### config.mk
export PLATFORM = sky130hd
export DESIGN_NAME = sha3_sponge_ctrl
export DESIGN_NICKNAME = d
export VERILOG_FILES = /design/src/rtl/sha3_sponge_ctrl.sv
export SDC_FILE = /design/constraint.sdc
export NUM_CORES = 1
export LEC_CHECK = 0
export CAP_MARGIN = 10
export CORE_MARGIN = 4
export CORE_UTILIZATION = 48
export DETAILED_ROUTE_END_ITERATION = 12
export GPL_ROUTABILITY_DRIVEN = 0
export HOLD_SLACK_MARGIN = 0.1
export PLACE_DENSITY = 0.86
export SYNTH_ARGS = -nofsm -noshare
export SYNTH_HDL_FRONTEND = slang
export SYNTH_SLANG_ARGS = --single-unit
### constraint.sdc
create_clock -name ACLK -period 7.78 [get_ports ACLK]
set_clock_uncertainty 0.1 [all_clocks]
set_input_delay 1.556 -clock ACLK [delete_from_list [all_inputs] [get_ports ACLK]]
set_output_delay 1.556 -clock ACLK [all_outputs]
set_load 0.005 [all_outputs]
### src/rtl/sha3_sponge_ctrl.sv
// SHA-3 sponge controller: absorbs an AXI-Stream message into the core's rate buffer,
// applies the 0x06 ... 0x80 padding, sequences permutations and streams the digest.
module sha3_sponge_ctrl #(
    parameter int WIDTH = 16
) (
    input  logic             ACLK,
    input  logic             ARESET,
    input  logic [WIDTH-1:0] S_TDATA,
    input  logic             S_TVALID,
    output logic             S_TREADY,
    input  logic             S_TLAST,
    input  logic [1:0]       S_TKEEP,
    input  logic [1:0]       S_TUSER,
    output logic [WIDTH-1:0] blk_data,
    output logic [6:0]       blk_addr,
    output logic             blk_we,
    output logic             state_clear,
    output logic             perm_start,
    output logic             perm_last,
    input  logic             perm_done,
    output logic [4:0]       dig_addr,
    input  logic [WIDTH-1:0] dig_data,
    output logic [WIDTH-1:0] M_TDATA,
    output logic             M_TVALID,
    input  logic             M_TREADY,
    output logic             M_TLAST
);

    typedef enum logic [2:0] {
        IDLE,
        ABSORB,
        PAD,
        PERM,
        SQ_RD,
        SQ_OUT
    } state_t;

    state_t     state;
    logic [6:0] wcnt;
    logic [1:0] mode;
    logic       msg_first;
    logic       pad06_done;
    logic       pad_next;
    logic       final_blk;

    logic [6:0] last_idx;
    logic       at_end;
    logic       beat_ok;
    logic       keep_full;

    function automatic logic [6:0] rate_words(input logic [1:0] m);
        case (m)
            2'd0:    return 7'd72;
            2'd1:    return 7'd68;
            2'd2:    return 7'd52;
            default: return 7'd36;
        endcase
    endfunction

    function automatic logic [4:0] last_dig_word(input logic [1:0] m);
        case (m)
            2'd0:    return 5'd13;
            2'd1:    return 5'd15;
            2'd2:    return 5'd23;
            default: return 5'd31;
        endcase
    endfunction

    // A partial last beat carries the 0x06 domain byte; on the final rate word it also takes 0x80.
    function automatic logic [WIDTH-1:0] pad_beat(input logic [WIDTH-1:0] d,
                                                  input logic [1:0] keep,
                                                  input logic end_word);
        logic [WIDTH-1:0] w;
        if (keep == 2'b11)
            w = d;
        else if (keep[0])
            w = {8'h06, d[7:0]};
        else
            w = 16'h0006;
        if (end_word && (keep != 2'b11))
            w = w | 16'h8000;
        return w;
    endfunction

    function automatic logic [WIDTH-1:0] pad_fill(input logic need06, input logic end_word);
        logic [WIDTH-1:0] w;
        w = need06 ? 16'h0006 : 16'h0000;
        if (end_word)
            w = w | 16'h8000;
        return w;
    endfunction

    assign last_idx  = rate_words(mode) - 7'd1;
    assign at_end    = (wcnt == last_idx);
    assign keep_full = (S_TKEEP == 2'b11);

    // The rate-buffer write happens in the same cycle the beat is accepted, so it stays combinational.
    assign S_TREADY = (state == ABSORB);
    assign beat_ok  = (state == ABSORB) && S_TVALID;
    assign blk_we   = beat_ok || (state == PAD);
    assign blk_addr = blk_we ? wcnt : 7'd0;
    assign blk_data = beat_ok          ? pad_beat(S_TDATA, S_TKEEP, at_end) :
                      (state == PAD)   ? pad_fill(!pad06_done, at_end) :
                                         '0;

    always_ff @(posedge ACLK or posedge ARESET) begin
        if (ARESET) begin
            state       <= IDLE;
            wcnt        <= '0;
            mode        <= '0;
            msg_first   <= 1'b0;
            pad06_done  <= 1'b0;
            pad_next    <= 1'b0;
            final_blk   <= 1'b0;
            state_clear <= 1'b0;
            perm_start  <= 1'b0;
            perm_last   <= 1'b0;
            dig_addr    <= '0;
            M_TDATA     <= '0;
            M_TVALID    <= 1'b0;
            M_TLAST     <= 1'b0;
        end else begin
            state_clear <= 1'b0;
            perm_start  <= 1'b0;
            perm_last   <= 1'b0;
            case (state)
                IDLE: begin
                    if (state_clear) begin
                        state     <= ABSORB;
                        wcnt      <= '0;
                        msg_first <= 1'b1;
                    end else if (S_TVALID) begin
                        state_clear <= 1'b1;
                    end
                end
                ABSORB: begin
                    if (S_TVALID) begin
                        if (msg_first) begin
                            mode      <= S_TUSER;
                            msg_first <= 1'b0;
                        end
                        if (!S_TLAST) begin
                            if (at_end) begin
                                state      <= PERM;
                                perm_start <= 1'b1;
                                final_blk  <= 1'b0;
                                pad_next   <= 1'b0;
                                wcnt       <= '0;
                            end else begin
                                wcnt <= wcnt + 7'd1;
                            end
                        end else if (at_end && keep_full) begin
                            // Block is full with no room for padding: a whole pad block follows.
                            state      <= PERM;
                            perm_start <= 1'b1;
                            final_blk  <= 1'b0;
                            pad_next   <= 1'b1;
                            wcnt       <= '0;
                        end else if (at_end) begin
                            state      <= PERM;
                            perm_start <= 1'b1;
                            perm_last  <= 1'b1;
                            final_blk  <= 1'b1;
                            wcnt       <= '0;
                        end else begin
                            state      <= PAD;
                            wcnt       <= wcnt + 7'd1;
                            pad06_done <= !keep_full;
                        end
                    end
                end
                PAD: begin
                    pad06_done <= 1'b1;
                    if (at_end) begin
                        state      <= PERM;
                        perm_start <= 1'b1;
                        perm_last  <= 1'b1;
                        final_blk  <= 1'b1;
                        wcnt       <= '0;
                    end else begin
                        wcnt <= wcnt + 7'd1;
                    end
                end
                PERM: begin
                    if (perm_done) begin
                        wcnt <= '0;
                        if (final_blk) begin
                            state    <= SQ_RD;
                            dig_addr <= '0;
                        end else if (pad_next) begin
                            state      <= PAD;
                            pad06_done <= 1'b0;
                            pad_next   <= 1'b0;
                        end else begin
                            state <= ABSORB;
                        end
                    end
                end
                SQ_RD: begin
                    state <= SQ_OUT;
                end
                SQ_OUT: begin
                    // First SQ_OUT cycle captures the read word; later cycles wait for the handshake.
                    if (!M_TVALID) begin
                        M_TDATA  <= dig_data;
                        M_TVALID <= 1'b1;
                        M_TLAST  <= (dig_addr == last_dig_word(mode));
                    end else if (M_TREADY) begin
                        M_TVALID <= 1'b0;
                        M_TLAST  <= 1'b0;
                        if (M_TLAST) begin
                            state     <= IDLE;
                            dig_addr  <= '0;
                            final_blk <= 1'b0;
                        end else begin
                            dig_addr <= dig_addr + 5'd1;
                            state    <= SQ_RD;
                        end
                    end
                end
                default: state <= IDLE;
            endcase
        end
    end

endmodule

==> impl_metrics.toml <==
[status]
status = "finished clean"

[clock_network]
clock-sinks = 42
insertion_delay_ns = 0.30
post_cts_buffers = 0
clkTransAtPathRegs_ns = 0.07
htreeDepth = 2
cts_made_buffers = 5
cts_tree = "yes"
cts_root_buffer = "clkbuf_8"
clk_path_buf_depth = 2
ctsHoldBuffers = 0
cts_resized = 0

[worst_setup_path]
cp_max_fo = 10
cp.required_ns = 6.12
cp.arrival_ns = 3.54
cp_cell_sequence = "clkdlybuf4s50_1, and2_1, nor2_1, nor2b_1, clkdlybuf4s50_1"
worstSetupPathType = "input port to output port"
start_kind = "input port"
max_stage_delay_ns = 0.59
critPathMostFrequentCell = "clkdlybuf4s50_1"
end_kind = "output port"
crit_slowest_cell = "nor2_1"

[sta]
fin_crit_sh_pct = 66.8
timing.fmax_mhz = 193
tightest_slew_ns = 0.828
slew_violations = 0
setup_viol = 0
relSlewSlack_pct = 44.7
fin_tns_setup_ns = 0
holdWs_ns = 0.387
hold_violations = 0
min_period_ns = 5.19
rsz0062_at_grt = "no"

[logic_synthesis]
synth_enable_flop_cells = 0
ys_ff_latch = 42
synth_area_per_cell_um2 = 9.59
syn_inst = 254
netlist_area_mm2 = 0.00244
yosysSeqAreaShare_pct = 43.1
synth.net_count = 299
synth_largest_area_cell = "dfrtp_1"
yosysTopAreaCellShare_pct = 43.1
yosysMostFrequentCell = "dfrtp_1"
netlist_top_cells_area = "dfrtp_1 (43%), mux2_2 (8.3%), o21ai_0 (3.7%), nor2b_1 (3.3%), nand2_1 (3.1%)"
yosysWarnings = 0
synth_ff_type = "dfrtp_1"
synth_commonest_cells = "dfrtp_1 (42), nand2_1 (20), mux2_2 (18), o21ai_0 (18), nor2b_1 (13)"
synth_cell_types = 50
async_flop_share_pct = 100

[layout]
nets = 387
antennaDiodeCount = 0
drive_gt1_share_pct = 9.33
num-fill-cells = 366
syn_to_final_growth_pct = 42.9

[routing]
wire_per_inst_um = 16.5
dr.pass1.iters = 4
via_per_inst = 5.66
vias = 2319
drtIter0Drc = 233
routed_wirelength_mm = 6.77
postRouteAntennaNets = 0
drc = 0

[floorplan]
io_pins = 93
start_util_pct = 50.6
die-area_mm2 = 0.00628
placementRows = 25
die_w_um = 79.2
die_y_um = 79.2
fp.coreArea_mm2 = 0.00482

[power]
leakagePower_nw = 1.44
ir_drop_uv = 234
power_density_mw_per_mm2 = 304

[job]
max_cap_violations = 0

[global_route]
grt_overflow = 0
grt_pass1_vias = 2206
antenna_found_initial = 0
grt_max_degree = 43
grt_pass1_wl_mm = 11.0
grt_usage_pct = 22.3

[placed_design]
hpwl_mm = 4.91
portBuffers = 92

[hold_path]
hold_path.class = "flip-flop to flip-flop"
==> report_power, final <==
| part | internal, W | switching [W] |
|---|---|---|
| clock | 0.0000716 | 0.0000757 |
| combinational | 0.000283 | 0.000229 |
| sequential | 0.000295 | 0.000105 |
==> layout make-up <==
| type | count | area (um2) | area share (%) |
|---|---|---|---|
| clock buffer | 7 | 86.3 | 2.48 |
| clock inverter | 1 | 5.00 | 0.144 |
| inverter | 9 | 33.8 | 0.970 |
| multi-input combinational | 191 | 1290 | 37.2 |
| sequential | 42 | 1050 | 30.2 |
| tap | 67 | 83.8 | 2.41 |
| timing repair buffer | 93 | 928 | 26.7 |
==> path summary, 6_finish.rpt <==
path,from,to,slack [ns],cells after the start
min in group asynchronous,ARESET,pad06_done,1.60,3
max in group asynchronous,ARESET,dig_addr[3],5.64,3
worst max register to register,mode[1],wcnt[6],5.26,7
worst max-delay path,S_TVALID,blk_addr[3],2.59,5
worst min register to register,state_clear,state_clear,0.39,1
worst min-delay path,state_clear,state_clear,0.39,1
==> layout by cell type (no fill, tap or decap), types with 2 or more instances in the layout <==
cell              n
and2_1            6
and4b_1           2
clkdlybuf4s50_1  92
or4_1             2
mux2_2           18
o311ai_2          2
nand3_1           8
nor3b_1           3
ha_1              3
o211ai_1          5
nand3b_1          4
nor2b_1          13
nand4_1           5
o311ai_0          3
a22oi_1           4
inv_1             9
or3_1             6
nand2_1          20
nand2b_1          7
nor3_1            4
dfrtp_1          42
and3_1            8
a31oi_1           3
o21ai_0          18
o22ai_1           2
a21o_1            2
xor2_1            5
clkbuf_8          6
o31ai_1           2
nor2_1           12
a21oi_1           7
==> logic make-up (layout without fill, tap and decap cells) <==
kind of cell	after synthesis	count (layout)	synth area share (%)
buf+inv	21	110	3.75
xor+xnor	6	6	2.16
fa+ha+maj	3	3	1.54
mux	19	19	8.94
flops	42	42	43.1
simple gates	105	105	24.1
compound gates	58	58	16.3
==> registers in the layout (all words and copies together) (netlist names) <==
name / flops
msg_first: 1
mode: 2
pad06_done: 1
perm_start: 1
pad_next: 1
wcnt: 7
final_blk: 1
dig_addr: 5
M_TDATA: 16
M_TVALID: 1
state_clear: 1
state: 3
perm_last: 1
M_TLAST: 1
==> per-layer routing <==
layer	part of all wire, %	global-route usage, %	up-vias
li1	-	-	1102
met1	42	28.9	1118
met2	52	37.0	87
met3	4.7	4.88	12
met4	1.5	7.22	0
met5	0	0	-
==> worst max-delay path: cells and delay by family <==
kind          cells  cell delay, ns
buf+inv           2            0.99
simple gates      3            0.99
==> through the flow <==
step | instance area [um2] | setup WS (ns) | std cells | total power [W] | utilization (%)
3_3_place_gp | 3390 | 2.69 | 402 | 0.000889 | 70.4
6_report | 3480 | 2.59 | 410 | 0.00106 | 72.3
2_1_floorplan | 2440 | 3.84 | 254 | 0.000670 | -
3_5_place_dp | 3390 | 2.60 | 402 | 0.000904 | 70.4
5_1_grt | 3480 | 2.42 | 410 | 0.00113 | 72.3
4_1_cts | 3480 | 2.60 | 410 | 0.00106 | 72.3
No activity file was read; power rests on OpenSTA's default activity.
